--- src/rtl/udp_test_pkg.sv ---
// Shared constants, state encodings and arithmetic helpers for the UDP test frame
// generator and checker.
package udp_test_pkg;

    localparam logic [15:0] ETHERTYPE_IPV4 = 16'h0800;
    localparam logic [7:0]  IP_PROTO_UDP   = 8'h11;
    localparam logic [7:0]  IP_TTL         = 8'h40;
    localparam logic [7:0]  PREAMBLE_BYTE  = 8'h55;
    localparam logic [7:0]  SFD_BYTE       = 8'hD5;
    localparam logic [31:0] CRC_INIT       = 32'hFFFF_FFFF;
    localparam logic [31:0] CRC_POLY_REFL  = 32'hEDB8_8320;
    localparam logic [31:0] CRC_RESIDUE    = 32'hDEBB_20E3;
    localparam int          PREAMBLE_LEN   = 8;
    localparam int          HEADER_LEN     = 42;
    localparam int          HEADER_BITS    = 8 * HEADER_LEN;
    localparam int          FCS_LEN        = 4;
    localparam int          IDX_W          = 11;

    typedef enum logic [2:0] {
        TX_IDLE,
        TX_PREAMBLE,
        TX_HEADER,
        TX_PAYLOAD,
        TX_FCS
    } tx_state_t;

    typedef enum logic [1:0] {
        RX_IDLE,
        RX_PREAMBLE,
        RX_DATA,
        RX_DROP
    } rx_state_t;

    // Reflected CRC-32 advanced by one byte, data LSB first.
    function automatic logic [31:0] crc32_next(input logic [31:0] crc, input logic [7:0] data);
        logic [31:0] c;
        c = crc ^ {24'h0, data};
        for (int b = 0; b < 8; b++) begin
            c = c[0] ? ((c >> 1) ^ CRC_POLY_REFL) : (c >> 1);
        end
        return c;
    endfunction

    // IPv4 header checksum over the ten header words with the checksum word taken as zero.
    function automatic logic [15:0] ip_checksum(input logic [15:0] total_len, input logic [15:0] id,
                                                input logic [31:0] src_ip, input logic [31:0] dst_ip);
        logic [19:0] sum;
        sum = 20'(16'h4500) + 20'(total_len) + 20'(id) + 20'(16'h4000)
            + 20'({IP_TTL, IP_PROTO_UDP})
            + 20'(src_ip[31:16]) + 20'(src_ip[15:0])
            + 20'(dst_ip[31:16]) + 20'(dst_ip[15:0]);
        sum = 20'(sum[15:0]) + 20'(sum[19:16]);
        sum = 20'(sum[15:0]) + 20'(sum[19:16]);
        return ~sum[15:0];
    endfunction

endpackage

--- src/rtl/udp_test_if.sv ---
// Byte-wide GMII transmit/receive bundle between the UDP test block and the PCS.
interface udp_test_if;
    logic [7:0] gmii_txd;
    logic       gmii_tx_en;
    logic       gmii_tx_er;
    logic [7:0] gmii_rxd;
    logic       gmii_rx_dv;
    logic       gmii_rx_er;

    modport master (
        output gmii_txd, gmii_tx_en, gmii_tx_er,
        input  gmii_rxd, gmii_rx_dv, gmii_rx_er
    );

    modport slave (
        input  gmii_txd, gmii_tx_en, gmii_tx_er,
        output gmii_rxd, gmii_rx_dv, gmii_rx_er
    );
endinterface

--- src/rtl/crc32_d8.sv ---
// Byte-per-cycle IEEE 802.3 CRC-32 register; i_init reloads all ones, i_en folds in i_data.
module crc32_d8
    import udp_test_pkg::*;
(
    input  logic        clk,
    input  logic        rst,
    input  logic        i_init,
    input  logic        i_en,
    input  logic [7:0]  i_data,
    output logic [31:0] o_crc
);

    logic [31:0] r_crc;

    // NOTE: state registers use non-blocking assignments so every flop samples pre-edge values.
    always_ff @(posedge clk) begin
        if (rst || i_init) begin
            r_crc <= CRC_INIT;
        end else if (i_en) begin
            r_crc <= crc32_next(r_crc, i_data);
        end
    end

    assign o_crc = r_crc;

endmodule

--- src/rtl/udp_test_top.sv ---
// Periodic Ethernet/IPv4/UDP test frame transmitter with FCS-checking receiver.
// Define UDP_RX_CHECK_EN to compile in the receive checker; otherwise rx_good/rx_bad are 0.
module udp_test_top
    import udp_test_pkg::*;
#(
    parameter logic [47:0] DST_MAC     = 48'hFF_FF_FF_FF_FF_FF,
    parameter logic [47:0] SRC_MAC     = 48'h00_0A_35_01_02_03,
    parameter logic [31:0] SRC_IP      = 32'hC0A8010A,
    parameter logic [31:0] DST_IP      = 32'hC0A80102,
    parameter logic [15:0] SRC_PORT    = 16'd8080,
    parameter logic [15:0] DST_PORT    = 16'd8080,
    parameter int          PAYLOAD_LEN = 18,
    parameter int          GAP_CYCLES  = 125000
) (
    input  logic        sys_clk,
    input  logic        sys_rst,
    input  logic        link_up,
    udp_test_if.master  gmii,
    output logic        led_link,
    output logic        rx_good,
    output logic        rx_bad
);

    localparam int          GAP_W     = $clog2(GAP_CYCLES);
    localparam logic [15:0] TOTAL_LEN = 16'(28 + PAYLOAD_LEN);
    localparam logic [15:0] UDP_LEN   = 16'(8 + PAYLOAD_LEN);

    logic                   r_link_meta, r_link_sync;
    tx_state_t              r_state, w_state_nxt;
    logic [IDX_W-1:0]       r_idx, w_idx_nxt;
    logic [GAP_W-1:0]       r_gap_cnt;
    logic [15:0]            r_seq, r_ip_csum;
    logic [7:0]             r_txd, w_txd;
    logic                   r_tx_en, w_tx_en;
    logic                   w_crc_en, w_tx_crc_init, w_gap_done;
    logic [31:0]            w_tx_crc, w_fcs_sh;
    logic [HEADER_BITS-1:0] w_hdr, w_hdr_sh;

    // NOTE: synchronous reset clears every control flop; nothing here is a memory array.
    always_ff @(posedge sys_clk) begin
        if (sys_rst) begin
            r_link_meta <= 1'b0;
            r_link_sync <= 1'b0;
        end else begin
            r_link_meta <= link_up;
            r_link_sync <= r_link_meta;
        end
    end

    assign led_link   = r_link_sync;
    assign w_gap_done = r_link_sync && (r_gap_cnt == GAP_W'(GAP_CYCLES - 1));

    assign w_hdr = {DST_MAC, SRC_MAC, ETHERTYPE_IPV4, 8'h45, 8'h00, TOTAL_LEN, r_seq,
                    16'h4000, IP_TTL, IP_PROTO_UDP, r_ip_csum, SRC_IP, DST_IP,
                    SRC_PORT, DST_PORT, UDP_LEN, 16'h0000};
    assign w_hdr_sh = w_hdr << {r_idx, 3'b000};
    assign w_fcs_sh = (~w_tx_crc) >> {r_idx[1:0], 3'b000};

    // NOTE: every combinational output gets a default first so no path can infer a latch.
    always_comb begin
        w_state_nxt = r_state;
        w_idx_nxt   = r_idx + IDX_W'(1);
        w_txd       = 8'h00;
        w_tx_en     = 1'b0;
        w_crc_en    = 1'b0;
        unique case (r_state)
            TX_IDLE: begin
                w_idx_nxt = '0;
                if (w_gap_done) w_state_nxt = TX_PREAMBLE;
            end
            TX_PREAMBLE: begin
                w_tx_en = 1'b1;
                w_txd   = (r_idx == IDX_W'(PREAMBLE_LEN - 1)) ? SFD_BYTE : PREAMBLE_BYTE;
                if (r_idx == IDX_W'(PREAMBLE_LEN - 1)) begin
                    w_state_nxt = TX_HEADER;
                    w_idx_nxt   = '0;
                end
            end
            TX_HEADER: begin
                w_tx_en  = 1'b1;
                w_crc_en = 1'b1;
                w_txd    = w_hdr_sh[HEADER_BITS-1 -: 8];
                if (r_idx == IDX_W'(HEADER_LEN - 1)) begin
                    w_state_nxt = TX_PAYLOAD;
                    w_idx_nxt   = '0;
                end
            end
            TX_PAYLOAD: begin
                w_tx_en  = 1'b1;
                w_crc_en = 1'b1;
                w_txd    = r_idx[7:0];
                if (r_idx == IDX_W'(PAYLOAD_LEN - 1)) begin
                    w_state_nxt = TX_FCS;
                    w_idx_nxt   = '0;
                end
            end
            TX_FCS: begin
                w_tx_en = 1'b1;
                w_txd   = w_fcs_sh[7:0];
                if (r_idx == IDX_W'(FCS_LEN - 1)) begin
                    w_state_nxt = TX_IDLE;
                    w_idx_nxt   = '0;
                end
            end
            default: begin
                w_state_nxt = TX_IDLE;
                w_idx_nxt   = '0;
            end
        endcase
    end

    always_ff @(posedge sys_clk) begin
        if (sys_rst) begin
            r_state   <= TX_IDLE;
            r_idx     <= '0;
            r_gap_cnt <= '0;
            r_seq     <= '0;
            r_ip_csum <= '0;
            r_txd     <= '0;
            r_tx_en   <= 1'b0;
        end else begin
            r_state <= w_state_nxt;
            r_idx   <= w_idx_nxt;
            r_txd   <= w_txd;
            r_tx_en <= w_tx_en;
            if (r_state == TX_IDLE && r_link_sync && !w_gap_done) begin
                r_gap_cnt <= r_gap_cnt + GAP_W'(1);
            end else begin
                r_gap_cnt <= '0;
            end
            // Checksum settles during the gap, so the header mux never sees the adder chain.
            if (r_state == TX_IDLE) begin
                r_ip_csum <= ip_checksum(TOTAL_LEN, r_seq, SRC_IP, DST_IP);
            end
            if (r_state == TX_FCS && w_state_nxt == TX_IDLE) begin
                r_seq <= r_seq + 16'd1;
            end
        end
    end

    assign w_tx_crc_init = (r_state == TX_IDLE) || (r_state == TX_PREAMBLE);

    crc32_d8 u_tx_crc (
        .clk    (sys_clk),
        .rst    (sys_rst),
        .i_init (w_tx_crc_init),
        .i_en   (w_crc_en),
        .i_data (w_txd),
        .o_crc  (w_tx_crc)
    );

    assign gmii.gmii_txd   = r_txd;
    assign gmii.gmii_tx_en = r_tx_en;
    assign gmii.gmii_tx_er = 1'b0;

`ifdef UDP_RX_CHECK_EN
    rx_state_t   r_rx_state, w_rx_state_nxt;
    logic        r_rx_dv_d, r_rx_err, r_rx_good, r_rx_bad;
    logic        w_rx_end, w_rx_ok, w_rx_crc_init, w_rx_crc_en;
    logic [31:0] w_rx_crc;

    always_comb begin
        w_rx_state_nxt = r_rx_state;
        if (!gmii.gmii_rx_dv) begin
            w_rx_state_nxt = RX_IDLE;
        end else begin
            unique case (r_rx_state)
                RX_IDLE, RX_PREAMBLE: begin
                    if (gmii.gmii_rxd == SFD_BYTE)           w_rx_state_nxt = RX_DATA;
                    else if (gmii.gmii_rxd == PREAMBLE_BYTE) w_rx_state_nxt = RX_PREAMBLE;
                    else                                     w_rx_state_nxt = RX_DROP;
                end
                default: w_rx_state_nxt = r_rx_state;
            endcase
        end
    end

    // Only frames that reached the SFD are judged when rx_dv drops.
    assign w_rx_end      = r_rx_dv_d && !gmii.gmii_rx_dv && (r_rx_state == RX_DATA);
    assign w_rx_ok       = (w_rx_crc == CRC_RESIDUE) && !r_rx_err;
    assign w_rx_crc_init = (r_rx_state != RX_DATA);
    assign w_rx_crc_en   = (r_rx_state == RX_DATA) && gmii.gmii_rx_dv;

    always_ff @(posedge sys_clk) begin
        if (sys_rst) begin
            r_rx_state <= RX_IDLE;
            r_rx_dv_d  <= 1'b0;
            r_rx_err   <= 1'b0;
            r_rx_good  <= 1'b0;
            r_rx_bad   <= 1'b0;
        end else begin
            r_rx_state <= w_rx_state_nxt;
            r_rx_dv_d  <= gmii.gmii_rx_dv;
            r_rx_good  <= w_rx_end && w_rx_ok;
            r_rx_bad   <= w_rx_end && !w_rx_ok;
            if (!gmii.gmii_rx_dv)     r_rx_err <= 1'b0;
            else if (gmii.gmii_rx_er) r_rx_err <= 1'b1;
        end
    end

    crc32_d8 u_rx_crc (
        .clk    (sys_clk),
        .rst    (sys_rst),
        .i_init (w_rx_crc_init),
        .i_en   (w_rx_crc_en),
        .i_data (gmii.gmii_rxd),
        .o_crc  (w_rx_crc)
    );

    assign rx_good = r_rx_good;
    assign rx_bad  = r_rx_bad;
`else
    logic w_rx_unused;
    assign w_rx_unused = ^{gmii.gmii_rxd, gmii.gmii_rx_dv, gmii.gmii_rx_er};
    assign rx_good     = 1'b0;
    assign rx_bad      = 1'b0;
`endif

endmodule

--- src/flat_wrapper.sv ---
// flat-port wrapper written by rule: the top's interface ports become plain ports
module udp_test_top_flat import udp_test_pkg::*;
#(
    parameter logic [47:0] DST_MAC     = 48'hFF_FF_FF_FF_FF_FF,
    parameter logic [47:0] SRC_MAC     = 48'h00_0A_35_01_02_03,
    parameter logic [31:0] SRC_IP      = 32'hC0A8010A,
    parameter logic [31:0] DST_IP      = 32'hC0A80102,
    parameter logic [15:0] SRC_PORT    = 16'd8080,
    parameter logic [15:0] DST_PORT    = 16'd8080,
    parameter int          PAYLOAD_LEN = 18,
    parameter int          GAP_CYCLES  = 125000
)
  (sys_clk, sys_rst, link_up, led_link, rx_good, rx_bad, gmii_gmii_txd, gmii_gmii_tx_en, gmii_gmii_tx_er, gmii_gmii_rxd, gmii_gmii_rx_dv, gmii_gmii_rx_er);
  udp_test_if gmii_i ();
  input  logic sys_clk;
  input  logic sys_rst;
  input  logic link_up;
  output logic led_link;
  output logic rx_good;
  output logic rx_bad;
  output wire logic [$bits(gmii_i.gmii_txd)-1:0] gmii_gmii_txd;
  output wire logic [$bits(gmii_i.gmii_tx_en)-1:0] gmii_gmii_tx_en;
  output wire logic [$bits(gmii_i.gmii_tx_er)-1:0] gmii_gmii_tx_er;
  input wire logic [$bits(gmii_i.gmii_rxd)-1:0] gmii_gmii_rxd;
  input wire logic [$bits(gmii_i.gmii_rx_dv)-1:0] gmii_gmii_rx_dv;
  input wire logic [$bits(gmii_i.gmii_rx_er)-1:0] gmii_gmii_rx_er;
  assign gmii_gmii_txd = gmii_i.gmii_txd;
  assign gmii_gmii_tx_en = gmii_i.gmii_tx_en;
  assign gmii_gmii_tx_er = gmii_i.gmii_tx_er;
  assign gmii_i.gmii_rxd = gmii_gmii_rxd;
  assign gmii_i.gmii_rx_dv = gmii_gmii_rx_dv;
  assign gmii_i.gmii_rx_er = gmii_gmii_rx_er;
  udp_test_top #(.DST_MAC(DST_MAC), .SRC_MAC(SRC_MAC), .SRC_IP(SRC_IP), .DST_IP(DST_IP), .SRC_PORT(SRC_PORT), .DST_PORT(DST_PORT), .PAYLOAD_LEN(PAYLOAD_LEN), .GAP_CYCLES(GAP_CYCLES)) u_core (.sys_clk(sys_clk), .sys_rst(sys_rst), .link_up(link_up), .gmii(gmii_i), .led_link(led_link), .rx_good(rx_good), .rx_bad(rx_bad));
endmodule
--- config.mk ---
export PLATFORM = sky130hd
export DESIGN_NAME = udp_test_top_flat
export DESIGN_NICKNAME = d
export VERILOG_FILES = /design/src/rtl/udp_test_pkg.sv /design/src/rtl/udp_test_if.sv /design/src/rtl/crc32_d8.sv /design/src/rtl/udp_test_top.sv /design/src/flat_wrapper.sv
export SDC_FILE = /design/constraint.sdc
export NUM_CORES = 1
export LEC_CHECK = 0
export CAP_MARGIN = 20
export CORE_MARGIN = 5
export CORE_UTILIZATION = 40
export CTS_CLUSTER_SIZE = 16
export DETAILED_ROUTE_END_ITERATION = 16
export GPL_ROUTABILITY_DRIVEN = 0
export GPL_TIMING_DRIVEN = 0
export PLACE_DENSITY_LB_ADDON = 0.2
export SYNTH_ARGS = -nofsm -noshare
export SYNTH_HDL_FRONTEND = slang
export SYNTH_SLANG_ARGS = --single-unit
--- constraint.sdc ---
create_clock -name sys_clk -period 6.3 [get_ports sys_clk]
set_input_delay 1.26 -clock sys_clk [delete_from_list [all_inputs] [get_ports sys_clk]]
set_output_delay 1.26 -clock sys_clk [all_outputs]
set_load 0.01 [all_outputs]
==> flow_metrics.tcl, run 1 <==
set metrics [dict create \
    status "finished clean" \
    p_int_mw 0.963 \
    die_area_um2 21600 \
    grt_pass1_wl_um 34700 \
    switchingPower_mw 0.304 \
    wl_um 21400 \
    fillers 1877 \
    critPathCaptureType "flip-flop" \
    cts_buffers 9 \
    synth-async-reset-ratio_pct 0 \
    peakVddDrop_v 0.000132 \
    hold_viol 0 \
    antenna_cells 0 \
    routed_via_density 5.70 \
    avgSynthCellArea_um2 8.19 \
    synth.distinct_cells 95 \
    hold_depth 1 \
    io_pins 26 \
    ys.flop_type "dfxtp_1" \
    final_layout_size_suffix_gt1_share_pct 9.60 \
    timing.rr.start "u_core.r_seq[2]" \
    regToRegSetupSlack_ns 0.35 \
    grt_pass1_vias 6294 \
    antenna_left 0 \
    slew_headroom_pct 31.5 \
    cts.path.max_buffers 2 \
    pre_cts_slack_ns -0.455 \
    areaGrowthSynthToFinish_pct 10.2 \
    crit_type "reg -> reg" \
    synth_area_leaders "dfxtp_1 (28%), xnor2_1 (11%), nor2_1 (5.5%), xor2_1 (4.9%), a21oi_1 (3.4%)" \
    fin_util_pct 44.5 \
    ys_ff_latch 106 \
    yosysTopAreaCell "dfxtp_1" \
    r2r_cells 25 \
    fp-row-count 50 \
    cts_root_buf "clkbuf_16" \
    r2r-end "u_core.r_ip_csum[10]" \
    cp-startpoint "u_core.r_seq[2]" \
    grt_antenna_before_repair 0 \
    power.density_nw_per_um2 153 \
    min_period_ns 5.95 \
    hp-class "reg -> reg" \
    pwr-share-seq_pct 53.5 \
    dp_hpwl_um 16100 \
    p_leak_nw 2.76 \
    cp_max_fo 10 \
    portBuffers 11 \
    swShare_pct 24.0 \
    ys_seq_area_share_pct 28.3 \
    syn_area_um2 7500 \
    hold-path-endpoint "u_core.led_link" \
    cts_hold_buf 0 \
    place_inst 1165 \
    cts.sinks 106 \
    grt_max_degree 20 \
    die_w_um 147 \
    fin_crit_sh_pct 94.4 \
    nets 971 \
    wire_per_inst_um 18.1 \
    p_comb_share_pct 2.8 \
    arrival_ns 6.20 \
    drt_iter0_drc 479 \
    max_freq_mhz 168 \
    cts.reportedPaths.clkPinSlew_ns 0.07 \
    cts_tree "yes" \
    synthCells 916 \
    start_kind "flip-flop" \
    start_util_pct 40.4 \
    fin_cells 1182 \
    slew_violations 0 \
    first_pass_iters 7 \
    core_region_area_um2 18600 \
    clkPwrFrac_pct 43.7 \
    yosys_warnings 0 \
    drv_cap 0 \
    die_h_um 147 \
    grtUsageTotal_pct 19.8 \
    synth_top_area_share_pct 28.3 \
    tightest_slew_ns 1.02 \
    finalSetupViolations 0 \
    worstHoldStart "u_core.r_link_meta" \
    clock_latency_ns 0.36 \
    cts-htree-levels 3 \
    setup_slack_ns 0.351 \
    worstPathRequired_ns 6.55 \
    drc 0 \
    grt-ovfl-total 0 \
    synth-edff-count 0 \
    skew_ns 0.00911 \
    vias 6738 \
]
-- cell families after synthesis --
kind of cell,after synthesis,share of synthesized area (%)
AND/OR/NAND/NOR,345,23.2
AO/OA/AOI/OAI,202,18.8
XOR/XNOR,144,18.6
flip-flops,106,28.3
buffers and inverters,86,4.92
multiplexers,17,3.67
adder cells (fa/ha/maj),14,2.44
other,2,0.100
-- worst max-delay path by stage --
stage	cells past startpoint	endpoint	slack (ns)
global placement	25	u_core.r_ip_csum[10]	-0.40
finish	25	u_core.r_ip_csum[10]	0.35
floorplan	25	u_core.r_ip_csum[10]	0.60
CTS	25	u_core.r_ip_csum[10]	0.10
detailed placement	25	u_core.r_ip_csum[10]	-0.46
global route	25	u_core.r_ip_csum[10]	-0.004
-- per-stage QoR --
step | cell area [µm²] | power [mW] | setup TNS (ns) | hold WS (ns)
final | 8260 | 1.27 | 0 | 0.442
after global routing | 8260 | 1.31 | -0.00391 | 0.464
after CTS | 8250 | 1.28 | 0 | 0.450
after detailed placement | 7920 | 0.728 | -2.15 | 0.433
after global placement | 7920 | 0.729 | -1.59 | 0.425
after floorplan | 7520 | 0.715 | 0 | 0.414
-- per-layer routing --
metal | global-route usage, % | wire length (µm) | share of wire, % | up-vias
met5 | 1.14 | 0 | 0 | -
met2 | 31.1 | 9500 | 44 | 188
li1 | - | - | - | 3295
met1 | 28.0 | 10400 | 49 | 3221
met4 | 6.06 | 544 | 2.5 | 0
met3 | 2.90 | 978 | 4.6 | 34
-- sequential cells by signal (all words and copies together) (netlist names) --
register / cells
u_core.gmii.gmii_tx_en: 1
u_core.gmii.gmii_txd: 8
u_core.led_link: 1
u_core.r_gap_cnt: 17
u_core.r_idx: 11
u_core.r_ip_csum: 16
u_core.r_link_meta: 1
u_core.r_seq: 16
u_core.r_state: 3
u_core.u_tx_crc.o_crc: 32
-- worst max-delay path, stage by stage (launching register included) --
cell      delay [ns]
dfxtp_1         0.40
buf_4           0.21
inv_1           0.09
ha_2            0.23
and2b_2         0.26
o21ai_1         0.24
xnor2_1         0.16
o211ai_1        0.26
nand4_1         0.18
o21ai_1         0.21
ha_1            0.25
inv_1           0.07
fa_1            0.39
inv_1           0.07
a21oi_1         0.12
nor3_2          0.22
nand3_2         0.17
or4b_2          0.67
nor3_1          0.19
ha_1            0.25
ha_1            0.20
and2_0          0.13
clkbuf_2        0.17
a31oi_1         0.13
o211a_1         0.24
a311o_1         0.30
-- power by group through the flow --
| stage | Sequential, mW | Combinational [mW] | Clock, mW |
|---|---|---|---|
| after global placement | 0.694 | 0.0349 | 0 |
| final | 0.678 | 0.0349 | 0.554 |
| after floorplan | 0.692 | 0.0233 | 0 |
| after global routing | 0.678 | 0.0381 | 0.596 |
| after detailed placement | 0.693 | 0.0350 | 0 |
| after CTS | 0.678 | 0.0350 | 0.571 |
-- Yosys cell counts, drive strengths merged, types with 24 or more instances --
master,number
clkbuf,39
nand3,37
xor2,48
dfxtp,106
o21ai,34
nand2,64
nor2,109
a21oi,51
xnor2,91
o22ai,24
-- placed cells by master (no fill, tap or decap), types with 8 or more instances in the layout --
master	n
a211oi_1	11
xor2_1	42
buf_2	12
o22ai_1	24
nor2_1	109
nor3_1	20
inv_1	23
ha_1	12
nand3_1	36
nand4_1	13
or3_1	8
clkbuf_1	37
and2_1	13
nand2_1	64
clkdlybuf4s50_1	11
clkbuf_16	9
buf_4	8
nand2b_1	13
a21oi_1	51
nor4_1	8
mux4_2	8
dfxtp_1	106
a31oi_1	8
and3_1	17
o21ai_0	29
xnor2_1	90
-- repair_timing --
item,4_1_cts,5_1_grt
endpoints found under the setup margin,13,5
gates resized for setup,7,3
gates cloned,0,0
pin swaps,2,2
setup buffers,1,2
-- area by class of cell --
cell class | count | area, µm² | area share (%)
plain buffers | 61 | 279 | 3.38
clock buffers | 9 | 225 | 2.73
clock inverters | 6 | 57.6 | 0.696
inverters | 24 | 90.1 | 1.09
multi-input cells | 728 | 5060 | 61.3
flip-flops and latches | 106 | 2120 | 25.7
well taps | 234 | 293 | 3.54
repair buffers | 14 | 133 | 1.60
(Power assumes the default switching activity.)
==> run 2: changes to the inputs <==
--- a/config.mk
+++ b/config.mk
@@ -14,4 +14,5 @@
 export GPL_TIMING_DRIVEN = 0
 export PLACE_DENSITY_LB_ADDON = 0.2
+export REMOVE_ABC_BUFFERS = 1
 export SYNTH_ARGS = -nofsm -noshare
 export SYNTH_HDL_FRONTEND = slang
==> constraint.sdc (replaced) <==
create_clock -name sys_clk -period 6.3 [get_ports sys_clk]
set_input_delay 0.63 -clock sys_clk [delete_from_list [all_inputs] [get_ports sys_clk]]
set_output_delay 0.63 -clock sys_clk [all_outputs]
set_load 0.01 [all_outputs]
==> run 2 against run 1 <==
Combinational power down 7.4%. Highest routed layer unchanged. Via count down 7.3%. Sequential power about the same. Largest power group unchanged.
==> flow_metrics.tcl, run 2 (synthesized netlist as in run 1, its figures left out) <==
set metrics [dict create \
    status "finished clean" \
    die_h_um 147 \
    areaGrowthSynthToFinish_pct 8.17 \
    fin_crit_sh_pct 93.8 \
    drt_iter0_drc 432 \
    clock_latency_ns 0.37 \
    io_pins 26 \
    r2r_cells 21 \
    max_freq_mhz 169 \
    power.density_nw_per_um2 159 \
    cts_tree "yes" \
    hp-class "reg -> reg" \
    cts_root_buf "clkbuf_16" \
    cts_buffers 9 \
    cp_cell_sequence "nand2b_4, a21boi_1, o221a_2, o211ai_1, nand4_1, o21ai_1, ha_1, inv_1, fa_1, inv_1, a21oi_1, nor3_2, nand3_1, or4b_2, nor3_1, ha_1, ha_1, and2_2, a31oi_1, o211a_1, a311o_1" \
    portBuffers 12 \
    skew_ns 0.0158 \
    max_stage_delay_ns 0.76 \
    cts.reportedPaths.clkPinSlew_ns 0.07 \
    die_w_um 147 \
    nets 913 \
    drv_cap 0 \
    p_leak_nw 2.66 \
    cts.sinks 106 \
    grt_antenna_before_repair 0 \
    fp-row-count 50 \
    start_kind "flip-flop" \
    postCtsSetupRepairBufs 0 \
    hold_viol 0 \
    slew_violations 0 \
    vias 6247 \
    core_region_area_um2 18600 \
    min_period_ns 5.91 \
    critPathSlowestCell "dfxtp_1" \
    peakVddDrop_v 0.000122 \
    antenna_cells 0 \
    fin_setup_tns_ns 0 \
    grt_pass1_vias 5827 \
    grt-ovfl-total 0 \
    first_pass_iters 5 \
    hold_depth 1 \
    routed_via_density 5.55 \
    die_area_um2 21600 \
    arrival_ns 6.16 \
    fillers 1845 \
    start_util_pct 40.4 \
    wl_um 18800 \
    layout_common_cells "nor2_1 (109), dfxtp_1 (103), xnor2_1 (90), nand2_1 (64), a21oi_1 (51)" \
    cp_max_fo 15 \
    antenna_left 0 \
    setup_slack_ns 0.390 \
    drc 0 \
    worstPathRequired_ns 6.55 \
    grt_max_degree 41 \
    pre_cts_slack_ns -0.352 \
    tightest_slew_ns 0.960 \
    critPathCaptureType "flip-flop" \
    crit_type "reg -> reg" \
    cts.path.max_buffers 2 \
    wire_per_inst_um 16.7 \
    finalSetupViolations 0 \
    design_area_um2 8120 \
    final_layout_size_suffix_gt1_share_pct 9.09 \
    power_mw 1.29 \
    cts_hold_buf 0 \
    crit_top_cell "ha_1" \
    dp_hpwl_um 13500 \
    largest_reg_flops 32 \
    grtUsageTotal_pct 17.4 \
    cts-htree-levels 3 \
    grt_pass1_wl_um 31000 \
    post_dp_cell_area_um2 7740 \
    slew_headroom_pct 36.0 \
    final_common_cell "nor2_1" \
]
run 2: changes by cell type in the layout (fill, tap and decap cells not counted), moves of 2 or more:
| cell | change |
|---|---|
| buf_1 | -4 |
| buf_16 | +3 |
| buf_2 | -11 |
| buf_4 | -8 |
| clkbuf_1 | -37 |
| dfxtp_1 | -3 |
| dfxtp_2 | +2 |
run 2: area by class of cell:
cell class / count / area, µm² / area share (%)
Multi-Input combinational cell: 728 / 5070 / 62.5
Sequential cell: 106 / 2130 / 26.2
Tap cell: 234 / 293 / 3.61
Clock buffer: 10 / 239 / 2.94
Timing Repair Buffer: 17 / 229 / 2.82
Inverter: 24 / 90.1 / 1.11
Clock inverter: 6 / 65.1 / 0.802
run 2: path summary, 6_finish.rpt:
kind	start	endpoint	slack (ns)
max	u_core.r_seq[3]	u_core.r_ip_csum[10]	0.39
min	u_core.r_link_meta	u_core.led_link	0.45
min reg2reg	u_core.r_link_meta	u_core.led_link	0.45
max reg2reg	u_core.r_seq[3]	u_core.r_ip_csum[10]	0.39
run 2: power by group:
part           leakage, nW  switching [mW]  internal, mW
clock                0.151           0.287         0.293
sequential           0.861         0.00282         0.674
combinational         1.65          0.0211        0.0112
run 2: stage by stage:
| stage | utilization [%] | hold slack, ns | std cells |
|---|---|---|---|
| after floorplan | - | 0.414 | 858 |
| after global placement | 41.2 | 0.421 | 1104 |
| after detailed placement | 41.6 | 0.428 | 1108 |
| after CTS | 43.4 | 0.450 | 1124 |
| after global routing | 43.7 | 0.463 | 1125 |
| final | 43.7 | 0.447 | 1125 |
run 2: layer usage:
layer / vias to the layer above / track usage, % / routed length, µm
met3: 15 / 2.34 / 426
met5: - / 0 / 0
met4: 0 / 4.47 / 290
li1: 3180 / - / -
met1: 2970 / 25.1 / 9520
met2: 82 / 27.4 / 8530
run 2: what timing repair did:
item,4_1_cts,5_1_grt
pin swaps,1,2
endpoints found under the setup margin,7,9
gates resized for setup,6,8
run 2: critical path: cells and delay by family, from the launching register on:
kind | cells | cell delay, ns
adder cells (fa/ha/maj) | 4 | 1.09
flip-flops | 1 | 0.76
AND/OR/NAND/NOR | 7 | 2.06
buffers and inverters | 2 | 0.15
AO/OA/AOI/OAI | 8 | 1.73
==> run 3: changes to the inputs <==
Settings changed: CORE_UTILIZATION 40 to 63.
==> run 3 against run 2 <==
Largest cell class unchanged. Clock skew shrank 0.0057 ns. Cell area shrank 0.54%. Via count grew 9.4%.
==> flow_metrics.tcl, run 3 (synthesized netlist as in run 1, its figures left out) <==
set metrics [dict create \
    status "finished clean" \
    p_leak_nw 2.68 \
    drt_iter0_drc 698 \
    grt_max_degree 45 \
    io_pins 26 \
    die_h_um 119 \
    post_dp_cell_area_um2 7620 \
    arrival_ns 6.21 \
    dp_hpwl_um 13600 \
    top_layer_used "met4" \
    layout_common_cells "nor2_1 (109), dfxtp_1 (103), xnor2_1 (90), nand2_1 (64), a21oi_1 (51)" \
    die_area_um2 14200 \
    cts.sinks 106 \
    fin_cells 1035 \
    fin_setup_tns_ns 0 \
    r2r-end "u_core.r_ip_csum[10]" \
    max_freq_mhz 167 \
    tightest_slew_ns 0.965 \
    drv_cap 0 \
    slew_violations 0 \
    wl_met1_um 8070 \
    core_region_area_um2 11600 \
    power.density_nw_per_um2 169 \
    nets 914 \
    fin_util_pct 69.8 \
    grt_pass1_vias 6481 \
    final_common_cell "nor2_1" \
    grt-ovfl-total 0 \
    crit_top_cell "ha_1" \
    grt_pass1_wl_um 32400 \
    hp-class "reg -> reg" \
    routed_via_density 6.60 \
    design_area_um2 8070 \
    crit_end "u_core.r_ip_csum[10]" \
    max_stage_delay_ns 0.67 \
    worst-path-buf-inv 3 \
    cts-htree-levels 3 \
    cts_root_buf "clkbuf_16" \
    fin_hold_ws_ns 0.450 \
    start_kind "flip-flop" \
    grtUsageTotal_pct 27.5 \
    wire_per_inst_um 18.8 \
    drc 0 \
    pre_cts_slack_ns -0.378 \
    peakVddDrop_v 0.000169 \
    regToRegSetupSlack_ns 0.32 \
    portBuffers 12 \
    start_util_pct 64.9 \
    die_w_um 119 \
    finalSetupViolations 0 \
    hold_viol 0 \
    r2r_cells 23 \
    wl_um 19500 \
    fp-row-count 39 \
    final_layout_size_suffix_gt1_share_pct 8.86 \
    cp-startpoint "u_core.r_seq[1]" \
    largest_reg_flops 32 \
    critPathCaptureType "flip-flop" \
    min_period_ns 5.98 \
    skew_ns 0.0100 \
    cp_max_fo 12 \
    setup_slack_ns 0.324 \
    grt_antenna_before_repair 0 \
    worstPathRequired_ns 6.54 \
    fin_crit_sh_pct 94.9 \
    cts_tree "yes" \
    path_delay_family "simple AND/OR/NAND/NOR gates" \
    cts.path.max_buffers 2 \
    cts.reportedPaths.clkPinSlew_ns 0.07 \
    power_mw 1.37 \
    cp_cell_sequence "inv_1, ha_1, nand2b_2, a2111oi_4, nor3b_1, o31ai_2, nand4_1, o21ai_0, ha_1, inv_1, fa_1, inv_1, a21oi_1, nor3_2, nand3_2, or4b_2, nor3_1, ha_1, ha_1, and2_1, a31oi_1, o211a_1, a311o_1" \
    cts_buffers 9 \
    wl_met2_um 9330 \
    rsz0062_at_grt "no" \
    critPathSlowestCell "or4b_2" \
    antenna_left 0 \
    cp_num_cells 23 \
    slew_headroom_pct 35.7 \
    clock_latency_ns 0.36 \
    dr_wl_met3_um 1620 \
    areaGrowthSynthToFinish_pct 7.59 \
    crit_type "reg -> reg" \
    antenna_cells 0 \
    place_inst 1016 \
    timing.rr.start "u_core.r_seq[1]" \
    vias 6836 \
    first_pass_iters 5 \
]
## run 3: cell count changes in the layout (fill, tap and decap cells not counted), sizes merged
cell           previous run  this run
bufinv                    0         3
inv                      28        25
clkinvlp                  0         2
clkbuf                   10         9
clkdlybuf4s50            11        12
clkinv                    2         1
## run 3: where the power goes
group	total (mW)	internal, mW	switching (mW)
logic	0.0349	0.0132	0.0217
registers	0.677	0.674	0.00316
clock network	0.656	0.391	0.264
## run 3: worst register-to-register path, cell delays in order (launching register included)
cell,delay [ns]
dfxtp_4,0.40
inv_1,0.11
ha_1,0.29
nand2b_2,0.16
a2111oi_4,0.45
nor3b_1,0.16
o31ai_2,0.28
nand4_1,0.18
o21ai_0,0.23
ha_1,0.25
inv_1,0.07
fa_1,0.40
inv_1,0.07
a21oi_1,0.13
nor3_2,0.21
nand3_2,0.17
or4b_2,0.68
nor3_1,0.21
ha_1,0.27
ha_1,0.21
and2_1,0.25
a31oi_1,0.14
o211a_1,0.23
a311o_1,0.31
## run 3: worst min path at each step
stage	start	slack (ns)	end	cells after the start
after floorplan	u_core.r_link_meta	0.41	u_core.led_link	1
after global placement	u_core.r_link_meta	0.43	u_core.led_link	1
after detailed placement	u_core.r_link_meta	0.43	u_core.led_link	1
after CTS	u_core.r_gap_cnt[0]	0.46	u_core.r_gap_cnt[0]	1
after global routing	u_core.r_gap_cnt[0]	0.47	u_core.r_gap_cnt[0]	1
final	u_core.r_gap_cnt[0]	0.45	u_core.r_gap_cnt[0]	1
## run 3: cell type report
cell class	count	area, µm²
repair buffers	18	258
well taps	143	179
multi-input cells	728	5070
clock buffers	9	225
flip-flops and latches	106	2130
clock inverters	7	123
inverters	24	90.1
fillers	908	3490
## run 3: routing by layer
layer	GRT usage [%]	up-vias
met4	9.85	0
met2	45.2	355
li1	-	3166
met3	4.22	50
met1	36.8	3265
met5	0	-
## run 3: timing repair
action,CTS,global route
buffers inserted,0,1
setup endpoints to repair,11,11
pin swaps,1,2
resized for setup,6,6
gates cloned,0,0
hold buffers,0,0
endpoints found under the hold margin,0,0
